**src/rtl/serial_alu_w.sv**
```systemverilog
// ---------------------------------------------------------------------------
// serial_alu_w
//
// Parametrised bit-serial ALU. Operands are latched on an accepted start and
// processed one bit per clock, LSB first. The result register C and the
// ZF/SF/CF (and optional OF) flags change only when an operation completes,
// so a consumer never sees a partial result.
//
// Opcodes: 000 CLR, 001 NAND, 010 ADD, 011 OR, 100 SUB (A-B), 101 AND,
//          110 XOR, 111 ADC (A+B+CF).
//
// Optional feature: define SERIAL_ALU_OVF_EN to add the OF port and the
// signed-overflow logic. Without it there is no OF port and no OF logic.
//
// Ports:
//   clk     in   1      clock, rising edge
//   rst_n   in   1      synchronous reset, active low
//   start   in   1      request, sampled only while busy=0
//   opcode  in   3      operation, latched with start
//   A, B    in   WIDTH  operands, latched with start
//   busy    out  1      operation in progress (bit-serial phase)
//   done    out  1      one-cycle pulse in the cycle C/flags are updated
//   C       out  WIDTH  result register
//   ZF/SF/CF out 1      zero, sign and carry/borrow flags
//   OF      out  1      signed overflow (SERIAL_ALU_OVF_EN only)
// ---------------------------------------------------------------------------
module serial_alu_w #(
    parameter int WIDTH = 8
) (
    input  logic             clk,
    input  logic             rst_n,
    input  logic             start,
    input  logic [2:0]       opcode,
    input  logic [WIDTH-1:0] A,
    input  logic [WIDTH-1:0] B,
    output logic             busy,
    output logic             done,
    output logic [WIDTH-1:0] C,
    output logic             ZF,
    output logic             SF,
    output logic             CF
`ifdef SERIAL_ALU_OVF_EN
    ,
    output logic             OF
`endif
);

    localparam int             IW   = $clog2(WIDTH);
    localparam logic [IW-1:0]  LAST = IW'(WIDTH - 1);

    typedef enum logic [2:0] {
        OP_CLR  = 3'b000,
        OP_NAND = 3'b001,
        OP_ADD  = 3'b010,
        OP_OR   = 3'b011,
        OP_SUB  = 3'b100,
        OP_AND  = 3'b101,
        OP_XOR  = 3'b110,
        OP_ADC  = 3'b111
    } op_e;

    typedef enum logic [1:0] {
        S_IDLE,
        S_RUN,
        S_FIN
    } state_e;

    state_e           state, state_nx;
    logic             accept;

    // Shadow copies of the request; A/B may change freely after start.
    logic [WIDTH-1:0] a_sh, b_sh;
    op_e              op_sh;
    // Result bits computed so far; the bit of the current step is prepended
    // combinationally, so only WIDTH-1 bits need storing.
    logic [WIDTH-2:0] res_sh;
    logic [IW-1:0]    idx;
    logic             carry;

    logic             is_sub, is_arith;
    logic             b_eff, sum_bit, cout, res_bit;
    logic [WIDTH-1:0] res_full;

    // ------------------------------------------------------------------
    // FSM state register
    // ------------------------------------------------------------------
    // NOTE: sequential state uses non-blocking assignments so every register
    // samples pre-edge values regardless of block ordering.
    always_ff @(posedge clk) begin
        if (!rst_n) state <= S_IDLE;
        else        state <= state_nx;
    end

    // ------------------------------------------------------------------
    // FSM next state and outputs. A request is accepted in IDLE and also in
    // FIN: the previous result is already committed by then, which gives
    // back-to-back operation without an idle gap.
    // ------------------------------------------------------------------
    // NOTE: every output of this block gets a default first, so no path can
    // leave a signal unassigned and infer a latch.
    always_comb begin
        state_nx = state;
        busy     = 1'b0;
        done     = 1'b0;
        accept   = 1'b0;
        case (state)
            S_IDLE, S_FIN: begin
                done = (state == S_FIN);
                if (start) begin
                    accept   = 1'b1;
                    state_nx = (opcode == OP_CLR) ? S_FIN : S_RUN;
                end else begin
                    state_nx = S_IDLE;
                end
            end
            S_RUN: begin
                busy = 1'b1;
                if (idx == LAST) state_nx = S_FIN;
            end
            default: state_nx = S_IDLE;
        endcase
    end

    // ------------------------------------------------------------------
    // One-bit datapath. SUB is A + ~B + 1: B is inverted per bit and the
    // carry is preset to 1 at start.
    // ------------------------------------------------------------------
    always_comb begin
        is_sub   = (op_sh == OP_SUB);
        is_arith = (op_sh == OP_ADD) || (op_sh == OP_ADC) || (op_sh == OP_SUB);
        b_eff    = b_sh[0] ^ is_sub;
        sum_bit  = a_sh[0] ^ b_eff ^ carry;
        cout     = (a_sh[0] & b_eff) | (a_sh[0] & carry) | (b_eff & carry);
        case (op_sh)
            OP_NAND: res_bit = ~(a_sh[0] & b_sh[0]);
            OP_OR:   res_bit = a_sh[0] | b_sh[0];
            OP_AND:  res_bit = a_sh[0] & b_sh[0];
            OP_XOR:  res_bit = a_sh[0] ^ b_sh[0];
            default: res_bit = sum_bit;
        endcase
        res_full = {res_bit, res_sh};
    end

    // ------------------------------------------------------------------
    // Shadow registers, serial carry and committed outputs.
    // The last bit is committed on the same edge it is computed, so C and
    // the flags are visible in the FIN (done) cycle.
    // ------------------------------------------------------------------
    // NOTE: the shadow registers are reset too, not just the visible
    // outputs, so no stale operand or carry survives an aborted operation.
    always_ff @(posedge clk) begin
        if (!rst_n) begin
            a_sh   <= '0;
            b_sh   <= '0;
            op_sh  <= OP_CLR;
            res_sh <= '0;
            idx    <= '0;
            carry  <= 1'b0;
            C      <= '0;
            ZF     <= 1'b0;
            SF     <= 1'b0;
            CF     <= 1'b0;
`ifdef SERIAL_ALU_OVF_EN
            OF     <= 1'b0;
`endif
        end else if (accept) begin
            a_sh   <= A;
            b_sh   <= B;
            op_sh  <= op_e'(opcode);
            res_sh <= '0;
            idx    <= '0;
            // ADC takes the CF visible now, which in a FIN cycle is the
            // value committed by the operation just finishing.
            carry  <= (opcode == OP_SUB) | ((opcode == OP_ADC) & CF);
            if (opcode == OP_CLR) begin
                C  <= '0;
                ZF <= 1'b0;
                SF <= 1'b0;
                CF <= 1'b0;
`ifdef SERIAL_ALU_OVF_EN
                OF <= 1'b0;
`endif
            end
        end else if (state == S_RUN) begin
            a_sh   <= a_sh >> 1;
            b_sh   <= b_sh >> 1;
            res_sh <= res_full[WIDTH-1:1];
            carry  <= cout;
            idx    <= idx + 1'b1;
            if (idx == LAST) begin
                C  <= res_full;
                ZF <= (res_full == '0);
                SF <= res_full[WIDTH-1];
                // Borrow is the inverted carry for SUB; logic ops keep CF.
                if (is_arith) CF <= cout ^ is_sub;
`ifdef SERIAL_ALU_OVF_EN
                // carry holds the carry into the MSB at this step.
                OF <= is_arith & (carry ^ cout);
`endif
            end
        end
    end

endmodule

```
**config.mk**
```make
export PLATFORM = sky130hd
export DESIGN_NAME = serial_alu_w
export DESIGN_NICKNAME = d
export VERILOG_FILES = /design/src/rtl/serial_alu_w.sv
export SDC_FILE = /design/constraint.sdc
export NUM_CORES = 1
export LEC_CHECK = 0
export BUFFER_PORTS_ARGS = -buffer_cell sky130_fd_sc_hd__buf_2
export CAP_MARGIN = 20
export CORE_MARGIN = 3
export CORE_UTILIZATION = 40
export CTS_BUF_LIST = sky130_fd_sc_hd__clkbuf_16
export CTS_CLUSTER_DIAMETER = 150
export DETAILED_ROUTE_END_ITERATION = 16
export GPL_ROUTABILITY_DRIVEN = 0
export HOLD_SLACK_MARGIN = 0.06
export MAX_ROUTING_LAYER = met4
export PLACE_DENSITY = 0.71
export SYNTH_ARGS = -nofsm -noshare
export SYNTH_HDL_FRONTEND = slang
export SYNTH_SLANG_ARGS = --single-unit
export TNS_END_PERCENT = 100
```
**constraint.sdc**
```tcl
create_clock -name clk -period 2.1 [get_ports clk]
set_input_delay 0.42 -clock clk [delete_from_list [all_inputs] [get_ports clk]]
set_output_delay 0.42 -clock clk [all_outputs]
set_load 0.01 [all_outputs]
```
==> tab_implementation.tex, run 1 <==
\begin{tabular}{lr}
\hline
Metric & Value \\
\hline
\multicolumn{2}{l}{\textbf{Status}} \\
Run status & finished, final reports clean \\
\multicolumn{2}{l}{\textbf{Yosys}} \\
Cell Area, Synth & 0.00188 mm2 \\
Count of distinct cell types in the synthesized netlist & 45 \\
Post-Synth XOR/XNOR Area & 2.33\% \\
Basic-gate share of the synthesized area counting and, or, nand and nor cells & 22.7\% \\
Gate count after technology mapping & 214 \\
Top cells by area, synth & sky130\_fd\_sc\_hd\_\_dfxtp\_1 45\%, sky130\_fd\_sc\_hd\_\_nand2\_1 8.2\%, sky130\_fd\_sc\_hd\_\_o221ai\_1 3.7\%, sky130\_fd\_sc\_hd\_\_a22oi\_1 3.6\%, sky130\_fd\_sc\_hd\_\_nor2b\_1 3.3\% \\
EDFF count, synth & 0 \\
Multiplexer share of the synthesized area & 0.533\% \\
Dominant combinational cell family by area after synthesis & simple AND/OR/NAND/NOR gates \\
Sequential fraction of the synthesis area & 44.8\% \\
Synth warn & 0 \\
Leading area contributor after synthesis & sky130\_fd\_sc\_hd\_\_dfxtp\_1 \\
Synthesized area per cell & 8.78 um2 \\
Share of Yosys cell area claimed by the top area cell type & 44.8\% \\
Compound-cell area share of the yosys netlist & 20.5\% \\
Post-synthesis adder-cell area fraction & 3.73\% \\
Flip-flop and latch count after synthesis & 42 \\
Most common flop cell mapped by yosys & sky130\_fd\_sc\_hd\_\_dfxtp\_1 \\
Async set-reset flop share out of synthesis & 0\% \\
Post-synthesis net count & 241 \\
\multicolumn{2}{l}{\textbf{Critical path}} \\
Worst path top cell family by delay & compound AO/OA/AOI/OAI gates \\
Crit path arrival time & 2.17 ns \\
Buffers \& Inverters on Critical Path & 0 \\
Type of origin of the critical path & register \\
Setup crit start & op\_sh[2]\$\_SDFFE\_PN0N\_ \\
Type of element capturing the critical path & register \\
Critical path class & reg2reg \\
Cell with the biggest individual delay on the critical path & sky130\_fd\_sc\_hd\_\_dfxtp\_1 \\
Crit path cell chain & nor3b\_4, xnor2\_1, fa\_1, a211o\_1, a32o\_1 \\
Maximum single-stage delay on the critical path & 0.47 ns \\
WP data required & 2.27 ns \\
Reg-to-Reg Start & op\_sh[2]\$\_SDFFE\_PN0N\_ \\
Biggest fanout along the worst timing path & 7 \\
\multicolumn{2}{l}{\textbf{Route}} \\
Post-route antenna net violation count & 0 \\
DRC errors left & 0 \\
DR WL/cell & 13.7 um \\
Wire length after detailed routing & 4080 um \\
Detailed Route Iter0 Violations & 104 \\
Vias post-DR & 1603 \\
Router iterations before antenna repair & 4 \\
Via count normalized by instance count & 5.36 \\
\multicolumn{2}{l}{\textbf{Power}} \\
Power share of the clock group & 39.5\% \\
Net Sw Power & 439 uW \\
Total leakage power & 0.921 nW \\
Proportion of power drawn by combinational gates & 12.4\% \\
Internal power contribution & 1.36 mW \\
Flop pwr share & 48.1\% \\
Power density over the cells & 808 mW/mm2 \\
Switching part of the total & 24.4\% \\
Worst-case vdd ir drop & 0.486 mV \\
\multicolumn{2}{l}{\textbf{Clocking}} \\
Root Buffer Master & sky130\_fd\_sc\_hd\_\_clkbuf\_16 \\
Clock-pin slew of the registers on the worst-case setup and hold paths & 0.06 ns \\
Total clock sinks & 42 \\
CTS tree & built \\
Number of setup buffers added after CTS & 0 \\
Number of levels the H-tree was split into & 2 \\
Total clock buffers created by CTS & 5 \\
Number of buffers inserted for hold repair after clock tree synthesis & 0 \\
Clock latency on the worst-skew pair & 0.28 ns \\
Max Root-Sink Buffers & 2 \\
\multicolumn{2}{l}{\textbf{STA}} \\
Fin. Hold Viols & 0 \\
Setup violation total in the final timing report & 0 \\
Count of pins over their slew limit & 0 \\
Fmax achieved & 499 MHz \\
Fin Clk Skew & 0.00318 ns \\
Total Neg Setup Slack & 0 ns \\
Worst Tran Pin Value & 0.458 ns \\
Final worst path period share & 95.5\% \\
Final critical delay including setup and external delays & 2.01 ns \\
Tightest slew margin relative to the limit & 69.5\% \\
\multicolumn{2}{l}{\textbf{Finish}} \\
Count of filler cells inserted in the layout & 454 \\
Synth-to-layout area growth & 18.7\% \\
Sequential cell area & 841 um2 \\
Final \#Nets & 273 \\
Final standard cell area without fillers & 0.00223 mm2 \\
Ratio of cells with drive above 1 in the final layout & 21.9\% \\
Area taken by multi-input logic gates & 941 um2 \\
N\_diodes & 0 \\
\multicolumn{2}{l}{\textbf{Placement}} \\
Port-buffer cells & 34 \\
HPWL after detailed placement & 2790 um \\
Area of placed instances & 0.00209 mm2 \\
\multicolumn{2}{l}{\textbf{Min path}} \\
Tightest Hold Check Type & in2reg \\
Source of the worst hold timing path & A[7] \\
\multicolumn{2}{l}{\textbf{Global route}} \\
Overall Global Routing Usage & 16.1\% \\
Vias in the first global route & 1472 \\
Wire length of the first global-routing pass & 6710 um \\
Overflow left after global routing & 0 \\
Number of antenna violations at the first check in global routing & 0 \\
Largest net degree at the start of global routing & 29 \\
\multicolumn{2}{l}{\textbf{Floorplan}} \\
\# IOs & 35 \\
Area enclosed by the die boundary & 0.00555 mm2 \\
Height of the die & 74.5 um \\
Initial standard-cell utilization of the core & 42.3\% \\
Core ar. & 0.00444 mm2 \\
DIE WIDTH & 74.5 um \\
Number of placement rows & 24 \\
\multicolumn{2}{l}{\textbf{Flow run}} \\
Max-Cap Viols & 0 \\
\hline
\end{tabular}
==> sequential cells by signal, indices dropped and copies added (netlist names) <==
register / count
a_sh: 8
state: 2
carry: 1
res_sh: 7
op_sh: 3
CF: 1
b_sh: 8
C: 8
idx: 3
ZF: 1
==> synthesized netlist by cell type (2+ instances only) <==
cell and instances:
sky130_fd_sc_hd__dfxtp_1 42, sky130_fd_sc_hd__nand2_1 41, sky130_fd_sc_hd__nor2_1 15, sky130_fd_sc_hd__a21oi_1 10, sky130_fd_sc_hd__buf_2 10, sky130_fd_sc_hd__nor2b_1 10, sky130_fd_sc_hd__a22oi_1 9, sky130_fd_sc_hd__nand3_1 9
sky130_fd_sc_hd__o221ai_1 8, sky130_fd_sc_hd__a21boi_0 6, sky130_fd_sc_hd__clkbuf_1 4, sky130_fd_sc_hd__ha_1 4, sky130_fd_sc_hd__o211a_1 4, sky130_fd_sc_hd__xnor2_1 4, sky130_fd_sc_hd__buf_4 3, sky130_fd_sc_hd__inv_1 3
sky130_fd_sc_hd__a211o_1 2, sky130_fd_sc_hd__nand2b_1 2, sky130_fd_sc_hd__nor3b_1 2
==> layer usage <==
metal / vias to the layer above / routed length, um / GRT usage [%]
li1: 811 / - / -
met1: 756 / 1860 / 20.5
met2: 30 / 1980 / 25.0
met3: 6 / 172 / 4.19
met4: 0 / 68 / 4.94
met5: - / 0 / -
==> power by group through the flow <==
| stage | logic (mW) | registers [mW] | clock network (mW) |
|---|---|---|---|
| floorplan | 0.168 | 0.872 | 0 |
| global placement | 0.219 | 0.881 | 0 |
| detailed placement | 0.221 | 0.883 | 0 |
| CTS | 0.222 | 0.866 | 0.723 |
| global route | 0.256 | 0.871 | 0.755 |
| finish | 0.223 | 0.867 | 0.711 |
==> cell type report <==
type                            count  area share, %
Multi-Input combinational cell    151           42.2
Timing Repair Buffer               42           10.3
Clock inverter                      3          0.561
Clock buffer                        5           5.61
Inverter                            4          0.673
Tap cell                           52           2.92
Sequential cell                    42           37.7
==> per-stage QoR <==
stage / setup WS, ns / utilization [%] / std cells / power (mW) / hold WS [ns]
floorplan: 0.251 / - / 214 / 1.04 / 0.434
global placement: 0.197 / 46.9 / 291 / 1.10 / 0.445
detailed placement: 0.0998 / 46.9 / 291 / 1.10 / 0.446
CTS: 0.0827 / 50.0 / 299 / 1.81 / 0.373
global route: -0.0279 / 50.2 / 299 / 1.88 / 0.384
finish: 0.0947 / 50.2 / 299 / 1.80 / 0.375
==> worst paths after layout <==
kind	slack, ns	cells after the start	end
setup / recovery	0.09	5	ZF$_SDFFE_PN0P_
setup reg to reg	0.09	5	ZF$_SDFFE_PN0P_
hold reg to reg	0.45	2	a_sh[7]$_SDFFE_PN0N_
hold / removal	0.38	3	a_sh[7]$_SDFFE_PN0N_
==> placed cells by master, fill, tap and decap left out, types with 4 or more instances in the layout <==
| cell | Yosys | routed |
|---|---|---|
| sky130_fd_sc_hd__buf_2 | 10 | 34 |
| sky130_fd_sc_hd__nand3_1 | 9 | 9 |
| sky130_fd_sc_hd__buf_4 | 3 | 8 |
| sky130_fd_sc_hd__ha_1 | 4 | 4 |
| sky130_fd_sc_hd__o221ai_1 | 8 | 8 |
| sky130_fd_sc_hd__nand2_1 | 41 | 41 |
| sky130_fd_sc_hd__clkbuf_16 | 0 | 5 |
| sky130_fd_sc_hd__a21boi_0 | 6 | 6 |
| sky130_fd_sc_hd__dfxtp_1 | 42 | 42 |
| sky130_fd_sc_hd__xnor2_1 | 4 | 4 |
| sky130_fd_sc_hd__o211a_1 | 4 | 4 |
| sky130_fd_sc_hd__nor2b_1 | 10 | 10 |
| sky130_fd_sc_hd__a21oi_1 | 10 | 10 |
| sky130_fd_sc_hd__a22oi_1 | 9 | 9 |
| sky130_fd_sc_hd__inv_1 | 3 | 4 |
| sky130_fd_sc_hd__nor2_1 | 15 | 15 |
==> worst register-to-register path: cells and delay by family, from the launching register on <==
family / cells / cell delay (ns)
AOI/OAI and AO/OA: 2 / 0.52
xor gates and xnor gates: 1 / 0.17
adders and majority gates: 1 / 0.44
DFF: 1 / 0.47
and+or+nand+nor: 1 / 0.30
==> what timing repair did <==
item,4_1_cts,5_1_grt
gates resized for setup,0,1
endpoints found under the setup margin,0,1
hold endpoints to repair,0,0
==> cell families (layout without fill, tap and decap cells) <==
logic type,Yosys count,count (layout)
AO/OA/AOI/OAI,51,51
XOR/XNOR,5,5
adder cells (fa/ha/maj),5,5
buffers and inverters,21,54
flip-flops,42,42
multiplexers,1,1
AND/OR/NAND/NOR,89,89
No activity file was read; power rests on OpenSTA's default activity.
==> run 2, diff against run 1 <==
Settings changed: ABC_CLOCK_PERIOD_IN_PS set to 2100, CORE_UTILIZATION 40 to 35, PLACE_DENSITY 0.71 to 0.65, RECOVER_POWER set to 100.
==> run 2 against run 1 <==
  * Setup slack improved by 0.063 ns
  * Fmax rose by 3.2%
  * First-iteration DRC count decreased by 39%
  * Clock skew is 0.00051 ns lower
  * Critical path depth unchanged
==> tab_implementation.tex, run 2 (same netlist as run 1, synthesis figures left out) <==
\begin{tabular}{lr}
\hline
Metric & Value \\
\hline
\multicolumn{2}{l}{\textbf{Floorplan}} \\
Number of placement rows & 26 (+8.3\%) \\
Area enclosed by the die boundary & 0.00628 mm2 (+13\%) \\
DIE WIDTH & 79.3 um (+6.3\%) \\
Core ar. & 0.00514 mm2 (+16\%) \\
Height of the die & 79.3 um (+6.3\%) \\
\# IOs & 35 (unchanged) \\
Initial standard-cell utilization of the core & 36.5\% (-5.7 points) \\
\multicolumn{2}{l}{\textbf{Placement}} \\
Port-buffer cells & 34 (unchanged) \\
Area of placed instances & 0.00211 mm2 (+1.1\%) \\
HPWL after detailed placement & 2810 um (+0.74\%) \\
Placed cell count & 309 (+6.2\%) \\
\multicolumn{2}{l}{\textbf{Power}} \\
Power density over the cells & 811 mW/mm2 (+0.36\%) \\
Total leakage power & 0.857 nW (-7.0\%) \\
Worst-case vdd ir drop & 0.457 mV (-6.0\%) \\
Total chip power & 1.80 mW (about the same) \\
\multicolumn{2}{l}{\textbf{Clocking}} \\
Total clock buffers created by CTS & 5 (unchanged) \\
Clock-pin slew of the registers on the worst-case setup and hold paths & 0.06 ns (about the same) \\
Post-CTS Resized & 0 (unchanged) \\
Number of setup buffers added after CTS & 0 (unchanged) \\
Clock latency on the worst-skew pair & 0.28 ns (about the same) \\
Total clock sinks & 42 (unchanged) \\
Root Buffer Master & sky130\_fd\_sc\_hd\_\_clkbuf\_16 \\
CTS tree & built \\
Number of levels the H-tree was split into & 2 (unchanged) \\
Max Root-Sink Buffers & 2 (unchanged) \\
Number of buffers inserted for hold repair after clock tree synthesis & 0 (unchanged) \\
\multicolumn{2}{l}{\textbf{STA}} \\
Final critical delay including setup and external delays & 1.94 ns (-0.0630 ns) \\
Worst Tran Pin Value & 0.583 ns (+0.125 ns) \\
Setup violation total in the final timing report & 0 (unchanged) \\
RSZ-0062 raised after global routing & no \\
Count of pins over their slew limit & 0 (unchanged) \\
Fin. Hold Viols & 0 (unchanged) \\
Fmax achieved & 515 MHz (+3.2\%) \\
Total Neg Setup Slack & 0 ns (unchanged) \\
Tightest slew margin relative to the limit & 61.2\% (-8.3 points) \\
Final worst path period share & 92.5\% (-3.0 points) \\
Minimum hold slack & 0.378 ns (+0.00328 ns) \\
Fin Clk Skew & 0.00267 ns (-0.000512 ns) \\
\multicolumn{2}{l}{\textbf{Critical path}} \\
Reg-to-Reg Start & op\_sh[2]\$\_SDFFE\_PN0N\_ \\
Type of element capturing the critical path & register \\
Biggest fanout along the worst timing path & 7 (unchanged) \\
Critical path class & reg2reg \\
Crit path arrival time & 2.11 ns (-0.06 ns) \\
Type of origin of the critical path & register \\
Reg-to-reg setup timing slack & 0.16 ns (+0.06 ns) \\
WP data required & 2.27 ns (about the same) \\
Capturing point of the worst reg2reg path & ZF\$\_SDFFE\_PN0P\_ \\
R2R cell count & 5 (unchanged) \\
\multicolumn{2}{l}{\textbf{Finish}} \\
Final standard cell area without fillers & 0.00222 mm2 (-0.45\%) \\
Leading cell types in the layout, fill and taps excluded & 42 x sky130\_fd\_sc\_hd\_\_dfxtp\_1, 41 x sky130\_fd\_sc\_hd\_\_nand2\_1, 21 x sky130\_fd\_sc\_hd\_\_buf\_2 \\
Ratio of cells with drive above 1 in the final layout & 15.8\% (-6.1 points) \\
Synth-to-layout area growth & 18.2\% \\
N\_diodes & 0 (unchanged) \\
Final \#Nets & 273 (unchanged) \\
Most common cell after layout, fill and taps aside & sky130\_fd\_sc\_hd\_\_dfxtp\_1 \\
Count of filler cells inserted in the layout & 549 (+21\%) \\
Largest registers & C x8, a\_sh x8, b\_sh x8 \\
Sequential cell area & 841 um2 (unchanged) \\
Area taken by multi-input logic gates & 935 um2 (-0.66\%) \\
Non-filler cells in the finished layout & 317 (+6.0\%) \\
\multicolumn{2}{l}{\textbf{Route}} \\
Via count normalized by instance count & 4.99 (-6.9\%) \\
Vias post-DR & 1583 (-1.2\%) \\
Post-route antenna net violation count & 0 (unchanged) \\
DR WL/cell & 12.6 um (-7.6\%) \\
Detailed Route Iter0 Violations & 63 (-39\%) \\
Wire length after detailed routing & 4000 um (-2.1\%) \\
DRC errors left & 0 (unchanged) \\
Router iterations before antenna repair & 4 (unchanged) \\
\multicolumn{2}{l}{\textbf{Min path}} \\
Tightest Hold Check Type & in2reg \\
Hold path cells & 3 (unchanged) \\
Source of the worst hold timing path & B[7] \\
Terminating pin of the worst hold path & b\_sh[7]\$\_SDFFE\_PN0N\_ \\
\multicolumn{2}{l}{\textbf{Global route}} \\
Largest net degree at the start of global routing & 29 (unchanged) \\
Number of antenna violations at the first check in global routing & 0 (unchanged) \\
Wire length of the first global-routing pass & 6830 um (+1.8\%) \\
Overflow left after global routing & 0 (unchanged) \\
Vias in the first global route & 1473 (+0.068\%) \\
Overall Global Routing Usage & 14.2\% (-1.9 points) \\
\multicolumn{2}{l}{\textbf{Status}} \\
Run status & finished, final reports clean \\
\multicolumn{2}{l}{\textbf{Flow run}} \\
Max-Cap Viols & 0 (unchanged) \\
\hline
\end{tabular}
==> run 2: changes by cell type in the layout (fill, tap and decap cells not counted), sizes merged <==
cell	before	now
buf	42	26
clkbuf	5	21
==> run 2: power breakdown <==
part           internal (mW)  total, mW  switching [mW]
registers              0.837      0.865          0.0283
logic                 0.0916      0.218           0.126
clock network          0.429      0.716           0.287
total                   1.36       1.80           0.442
==> run 2: critical path, stage by stage, from the launching register on <==
cell and delay (ns):
sky130_fd_sc_hd__dfxtp_1 0.45, sky130_fd_sc_hd__nor3b_2 0.28, sky130_fd_sc_hd__xnor2_1 0.16, sky130_fd_sc_hd__fa_1 0.43, sky130_fd_sc_hd__a211o_1 0.31, sky130_fd_sc_hd__a32o_1 0.21
==> run 2: metrics by stage <==
step / utilization (%) / setup WS (ns)
final: 43.2 / 0.158
after global routing: 43.2 / 0.0609
after CTS: 43.7 / 0.160
after detailed placement: 41.0 / 0.164
after global placement: 41.0 / 0.187
after floorplan: - / 0.251
==> run 2: area by class of cell <==
class                      count  share of cell area (%)
inverter                       4                   0.676
sequential                    42                    37.9
clock buffer                   5                    5.64
multi-input combinational    151                    42.1
clock inverter                 3                   0.564
tap                           70                    3.95
timing repair buffer          42                    9.19
==> run 2: worst max path at each step <==
stage | from | end | slack (ns) | cells past startpoint
6_report | op_sh[2]$_SDFFE_PN0N_ | ZF$_SDFFE_PN0P_ | 0.16 | 5
5_1_grt | op_sh[2]$_SDFFE_PN0N_ | ZF$_SDFFE_PN0P_ | 0.06 | 5
4_1_cts | op_sh[2]$_SDFFE_PN0N_ | ZF$_SDFFE_PN0P_ | 0.16 | 5
3_5_place_dp | op_sh[2]$_SDFFE_PN0N_ | ZF$_SDFFE_PN0P_ | 0.16 | 5
3_3_place_gp | op_sh[2]$_SDFFE_PN0N_ | ZF$_SDFFE_PN0P_ | 0.19 | 5
2_1_floorplan | op_sh[0]$_SDFFE_PN0N_ | ZF$_SDFFE_PN0P_ | 0.25 | 6
==> run 2: per-layer routing <==
metal	track usage (%)	part of all wire, %	vias to the layer above
met5	-	0	-
met3	2.72	4.0	4
met4	5.15	1.1	0
met1	19.4	50	733
met2	20.8	45	34
li1	-	-	812
